### src/rtl/mapper_mode_sched.sv
// mapper_mode_sched
// Per-frame controller that shares one input word stream and one output
// symbol stream between the constellation mapper lanes. A descriptor
// {mode, len} selects a lane. Exactly len 32-bit words are steered into
// that lane. The lane's symbols are then forwarded until the frame's bit
// budget is used up. The last symbol is flagged, and only after that is the
// next descriptor accepted.
//
// Ports
//   clk, rst             clock, asynchronous active-high reset
//   cfg_data/valid/ready descriptor {mode[2:0], len[LEN_W-1:0]}
//   t0_data/valid/ready  payload words from the framer/scrambler
//   m_data/last          payload broadcast to all mapper lanes
//   m_valid/m_ready      per-lane handshake, only the selected lane is valid
//   s_data/valid/ready   per-lane symbol outputs (lane k at [32k+31:32k])
//   i_data/valid/last    symbol stream out, i_last on final symbol of frame
//   i_ready              downstream ready
//   busy                 frame in progress (FEED or DRAIN)
//   cfg_err              one-cycle pulse after a rejected descriptor
module mapper_mode_sched #(
  parameter int LEN_W     = 16,
  parameter int NUM_LANES = 5
) (
  input  logic                    clk,
  input  logic                    rst,
  input  logic [LEN_W+2:0]        cfg_data,
  input  logic                    cfg_valid,
  output logic                    cfg_ready,
  input  logic [31:0]             t0_data,
  input  logic                    t0_valid,
  output logic                    t0_ready,
  output logic [31:0]             m_data,
  output logic                    m_last,
  output logic [NUM_LANES-1:0]    m_valid,
  input  logic [NUM_LANES-1:0]    m_ready,
  input  logic [32*NUM_LANES-1:0] s_data,
  input  logic [NUM_LANES-1:0]    s_valid,
  output logic [NUM_LANES-1:0]    s_ready,
  output logic [31:0]             i_data,
  output logic                    i_valid,
  output logic                    i_last,
  input  logic                    i_ready,
  output logic                    busy,
  output logic                    cfg_err
);

  typedef enum logic [1:0] {IDLE, FEED, DRAIN} state_t;

  state_t           state_q, state_d;
  logic [2:0]       mode_q, mode_d;
  logic [LEN_W-1:0] words_q, words_d;
  logic [LEN_W+4:0] bits_q, bits_d;
  logic             cfg_err_q, cfg_err_d;

  logic [2:0]       cfg_mode;
  logic [LEN_W-1:0] cfg_len;
  logic [2:0]       bps;
  logic [LEN_W+4:0] bps_ext;
  logic             bits_last;

  logic [NUM_LANES-1:0] sel;
  logic [31:0]          lane_data;
  logic                 lane_s_valid;
  logic                 lane_m_ready;

  logic active, feeding, word_hs, sym_hs;

  assign cfg_mode = cfg_data[LEN_W+2:LEN_W];
  assign cfg_len  = cfg_data[LEN_W-1:0];

  // Bits carried per symbol for each mode code.
  always_comb begin
    case (mode_q)
      3'd0:    bps = 3'd1;
      3'd1:    bps = 3'd2;
      3'd2:    bps = 3'd4;
      3'd3:    bps = 3'd5;
      3'd4:    bps = 3'd6;
      default: bps = 3'd1;
    endcase
  end

  assign bps_ext = (LEN_W+5)'(bps);
  // The final symbol may be padded, so "last" means the remaining bits fit
  // in one symbol.
  assign bits_last = (bits_q <= bps_ext);

  // Lane selection: one-hot mask plus muxed per-lane signals.
  always_comb begin
    sel          = '0;
    lane_data    = '0;
    lane_s_valid = 1'b0;
    lane_m_ready = 1'b0;
    for (int unsigned k = 0; k < NUM_LANES; k++) begin
      if (mode_q == 3'(k)) begin
        sel[k]       = 1'b1;
        lane_data    = s_data[32*k +: 32];
        lane_s_valid = s_valid[k];
        lane_m_ready = m_ready[k];
      end
    end
  end

  assign active  = (state_q != IDLE);
  assign feeding = (state_q == FEED);
  assign word_hs = feeding && t0_valid && lane_m_ready;
  assign sym_hs  = active && lane_s_valid && i_ready;

  // Datapath outputs are purely combinational. cfg_ready is also gated by
  // rst so that every output reads 0 while reset is held.
  always_comb begin
    cfg_ready = (state_q == IDLE) && !rst;
    t0_ready  = feeding && lane_m_ready;
    m_data    = feeding ? t0_data : '0;
    m_valid   = (feeding && t0_valid) ? sel : '0;
    m_last    = feeding && (words_q == LEN_W'(1));
    s_ready   = (active && i_ready) ? sel : '0;
    i_data    = active ? lane_data : '0;
    i_valid   = active && lane_s_valid;
    i_last    = active && bits_last;
    busy      = active;
    cfg_err   = cfg_err_q;
  end

  always_comb begin
    state_d   = state_q;
    mode_d    = mode_q;
    words_d   = words_q;
    bits_d    = bits_q;
    cfg_err_d = 1'b0;
    case (state_q)
      IDLE: begin
        if (cfg_valid) begin
          mode_d  = cfg_mode;
          words_d = cfg_len;
          bits_d  = {cfg_len, 5'b0};
          if (int'(cfg_mode) >= NUM_LANES || cfg_len == '0) begin
            cfg_err_d = 1'b1;
          end else begin
            state_d = FEED;
          end
        end
      end
      FEED: begin
        if (word_hs) begin
          words_d = words_q - LEN_W'(1);
          if (words_q == LEN_W'(1)) state_d = DRAIN;
        end
      end
      DRAIN: begin
        // Termination is only honoured here. An early final symbol seen in
        // FEED does not end the frame.
        if (sym_hs && bits_last) state_d = IDLE;
      end
      default: state_d = IDLE;
    endcase
    if (sym_hs) begin
      bits_d = (bits_q > bps_ext) ? (bits_q - bps_ext) : '0;
    end
  end

  always_ff @(posedge clk or posedge rst) begin
    if (rst) begin
      state_q   <= IDLE;
      mode_q    <= '0;
      words_q   <= '0;
      bits_q    <= '0;
      cfg_err_q <= 1'b0;
    end else begin
      state_q   <= state_d;
      mode_q    <= mode_d;
      words_q   <= words_d;
      bits_q    <= bits_d;
      cfg_err_q <= cfg_err_d;
    end
  end

endmodule

### config.mk
export PLATFORM = sky130hd
export DESIGN_NAME = mapper_mode_sched
export DESIGN_NICKNAME = d
export VERILOG_FILES = /design/src/rtl/mapper_mode_sched.sv
export SDC_FILE = /design/constraint.sdc
export NUM_CORES = 1
export LEC_CHECK = 0
export CAP_MARGIN = 0
export CORE_UTILIZATION = 23
export CTS_BUF_LIST = sky130_fd_sc_hd__clkbuf_16
export DETAILED_ROUTE_END_ITERATION = 10
export DONT_BUFFER_PORTS = 1
export PLACE_DENSITY = 0.36
export SLEW_MARGIN = 30
export SYNTH_ARGS = -nofsm -noshare
export SYNTH_HDL_FRONTEND = slang
export SYNTH_SLANG_ARGS = --single-unit
### constraint.sdc
create_clock -name clk -period 5.05 [get_ports clk]
set_input_delay 1.515 -clock clk [delete_from_list [all_inputs] [get_ports clk]]
set_output_delay 1.515 -clock clk [all_outputs]
set_load 0.01 [all_outputs]
==> metrics.csv <==
stage,metric,value,unit
drt,DRC Markers,6,
yosys,"FFs w/ async S/R, synth",100,%
worst_setup_path,cell repeated most along the worst path,a21oi_1,
placement,Post-DP Area,4480,µm²
power_and_ir_drop,LEAKAGE,1.74,nW
yosys,post-synthesis mux area share,17.9,%
run,Max-Cap Viols,0,
worst_setup_path,reg2reg start,mode_q[1],
final_layout,design area,4630,µm²
yosys,Adder-Cell Fraction of Synth Area,1.93,%
yosys,ys flop type,dfrtp_1,
die,starting density of the core,23.6,%
global_routing,gr usage total,18.5,%
yosys,XOR/XNOR Fraction of Synth Area,1.43,%
placement,number of I/O port buffers,0,
clock_tree,clk sink count,43,
die,Die Footprint,19100,µm²
placement,HPWL after DPL,14200,µm
sta,RSZ-0062 raised after global routing,false,
clock_tree,cts hold-fix bufs,0,
yosys,"count leader, synth",nor2_1,
power_and_ir_drop,PwrDens,656,nW/µm²
sta,Clock Skew,0.00745,ns
worst_setup_path,crit path launch type,flip-flop,
power_and_ir_drop,Peak VDD IR,0.000200,V
die,die height,138,µm
placement,Place WS,1.03,ns
yosys,synthesized flop and latch total,43,
clock_tree,number of setup buffers added after CTS,0,
clock_tree,total CTS buffers,5,
worst_setup_path,Setup CP Type,flip-flop to primary output,
global_routing,first-pass GRT wire length,26900,µm
sta,setup TNS,0,ns
worst_setup_path,endpoint type of the worst setup path,primary output,
yosys,compound-cell area share of the yosys netlist,21.3,%
clock_tree,CTS tree,done,
yosys,sequential area share after synthesis,25.2,%
sta,setup violators final,0,
final_layout,"Net count, final",723,
sta,Hold WS,0.507,ns
yosys,dominant cells by area after synthesis,"dfrtp_1 25%, mux4_2 17%, nor2_1 6.5%",
global_routing,largest net degree at the start of global routing,53,
die,Die W,138,µm
yosys,Synth Instances,515,
worst_setup_path,end of the critical path,i_last,
yosys,syn nets,747,
final_layout,share of cells above drive strength 1,13.4,%
clock_tree,CTS resizes,0,
placement,GP Congestion,0.853,
yosys,cell taking the most area after synthesis,dfrtp_1,
clock_tree,clk root buf,clkbuf_16,
worst_setup_path,worst endpoint required time,3.54,ns
worst_setup_path,worst r2r path cells,9,
yosys,main combinational cell family by area after synthesis,simple AND/OR/NAND/NOR gates,
yosys,Simple-Gate Fraction of Synth Area,27.5,%
worst_setup_path,"Cell Chain, Critical Path",nor3b_4 > a21oi_1 > ha_1 > a21oi_1 > nand2_1 > a211oi_2 > inv_1 > nor2_1,
die,IO Count,307,
die,core area,18100,µm²
sta,worst slew pin tran,0.814,ns
outcome,failing checks,design-rule violations,
drt,final wirelength,18100,µm
yosys,Syn. warnings,0,
sta,final worst slack,0.770,ns
worst_setup_path,"Arr. time, crit path",2.77,ns
global_routing,vias in the first global route,4122,
worst_setup_path,Worst path max stage delay,0.61,ns
worst_setup_path,Critical-path top delay cell,dfrtp_2,
yosys,area share of the largest cell type after synthesis,25.2,%
worst_setup_path,Reg-to-Reg End,bits_q[13],
drt,First DRT Iteration DRCs,221,
sta,endpoints failing hold,0,
sta,Final period util,84.8,%
clock_tree,Max Root-Sink Buffers,2,
global_routing,initial antenna violation count,2,
clock_tree,Worst-Skew Late Latency,0.29,ns
yosys,synth unique cells,55,
clock_tree,H-tree Lvls,2,
die,FP Rows,49,
final_layout,area delta synth->final,8.29,%
sta,Slew HR,45.4,%
yosys,most frequent cells after synthesis,"74 x nor2_1, 48 x o21ai_0, 43 x dfrtp_1",
worst_hold_path,min-delay worst type,flip-flop to flip-flop,
sta,Final Slew Violations,0,
drt,WL/cell,25.0,µm
yosys,Mapped Avg Cell Area,8.30,µm²
clock_tree,clk slew on worst S/H paths,0.06,ns
worst_setup_path,r2r setup slk,1.84,ns
sta,Max Clk Rate,234,MHz
sta,min Tclk post-route,4.28,ns
yosys,"EDFF count, synth",0,
drt,Routed Antenna Nets,0,
worst_setup_path,Worst Setup SP,mode_q[1],
drt,Via-to-Cell Ratio,5.63,
yosys,Synth Cell Area,4270,µm²
worst_setup_path,worst-path fanout max,27,
drt,Pre-Repair DR Iteration Count,8,
drt,Vias,4073,
outcome,outcome,"finished, violations left",
global_routing,total congestion overflow,0,
[layout make-up]
cell class / instances / area (µm²)
fillers: 1944 / 13500
multi-input cells: 421 / 3010
flip-flops and latches: 43 / 1080
well taps: 229 / 287
clock buffers: 5 / 125
repair buffers: 9 / 67.6
inverters: 11 / 41.3
clock inverters: 3 / 12.5
diodes: 2 / 5.00
[layout by cell type (no fill, tap or decap), types with 2 or more instances in the layout]
| cell type | netlist | layout |
|---|---|---|
| a21o_1 | 6 | 6 |
| dfrtp_1 | 43 | 41 |
| clkbuf_16 | 0 | 5 |
| or2_2 | 4 | 4 |
| nor2b_1 | 3 | 2 |
| diode_2 | 0 | 2 |
| a221o_1 | 6 | 6 |
| or4_4 | 2 | 2 |
| a31oi_1 | 4 | 4 |
| a22oi_1 | 35 | 35 |
| o21ai_0 | 48 | 48 |
| buf_4 | 1 | 9 |
| nor3_1 | 18 | 18 |
| nand2_1 | 40 | 40 |
| a21oi_1 | 26 | 26 |
| mux4_2 | 33 | 33 |
| a22o_1 | 2 | 2 |
| xnor2_1 | 2 | 2 |
| or4_1 | 2 | 2 |
| nand3b_1 | 3 | 3 |
| o22ai_1 | 3 | 3 |
| and3_1 | 4 | 4 |
| o211ai_1 | 3 | 3 |
| nand4_1 | 3 | 3 |
| ha_1 | 5 | 5 |
| nand3_1 | 7 | 7 |
| inv_1 | 11 | 12 |
| nand2b_1 | 6 | 5 |
| and2_1 | 35 | 35 |
| nor4_1 | 16 | 16 |
| dfrtp_2 | 0 | 2 |
| or3_1 | 5 | 5 |
| xor2_1 | 5 | 5 |
| nor2_1 | 74 | 73 |
[through the flow]
step                power (W)  cells  util, %
CTS                   0.00308    721     25.6
global route          0.00331    723     25.6
global placement      0.00273    713     24.8
finish                0.00304    723     25.6
floorplan             0.00228    515        -
detailed placement    0.00274    713     24.8
[metal layers]
| metal | wire length (µm) | global-route usage (%) |
|---|---|---|
| met5 | 0 | 0 |
| met4 | 238 | 4.26 |
| met1 | 7560 | 23.5 |
| met3 | 1200 | 3.81 |
| met2 | 9070 | 31.9 |
[sequential cells by signal, summed over array words and instances (netlist names)]
name and cells:
bits_q 21, cfg_err 1, mode_q 3, state_q 2, words_q 16
[how the worst min path moves through the flow]
stage / start / to / slack, ns / depth (start not counted)
3_3_place_gp: bits_q[10] / bits_q[10] / 0.48 / 1
6_report: bits_q[10] / bits_q[10] / 0.51 / 1
3_5_place_dp: bits_q[10] / bits_q[10] / 0.49 / 1
5_1_grt: bits_q[10] / bits_q[10] / 0.53 / 1
4_1_cts: words_q[7] / words_q[7] / 0.51 / 2
2_1_floorplan: bits_q[2] / bits_q[2] / 0.46 / 2
[where the power goes]
part	internal [W]	leakage [nW]	total (W)	switching, W
Clock	0.000179	0.0762	0.000323	0.000144
Sequential	0.000493	0.546	0.000699	0.000207
Combinational	0.000798	1.11	0.00201	0.00121
Total	0.00147	1.74	0.00304	0.00157
[cell families after synthesis]
group | Yosys count
AO/OA/AOI/OAI | 143
flip-flops | 43
AND/OR/NAND/NOR | 230
buffers and inverters | 51
XOR/XNOR | 7
multiplexers | 35
adder cells (fa/ha/maj) | 6
[worst max-delay path: cells and delay by family, from the launching register on]
kind                     cells  cell delay, ns
AO/OA/AOI/OAI                3            0.70
adder cells (fa/ha/maj)      1            0.39
buffers and inverters        1            0.12
AND/OR/NAND/NOR              3            0.65
flip-flops                   1            0.61
(Power assumes the default switching activity.)
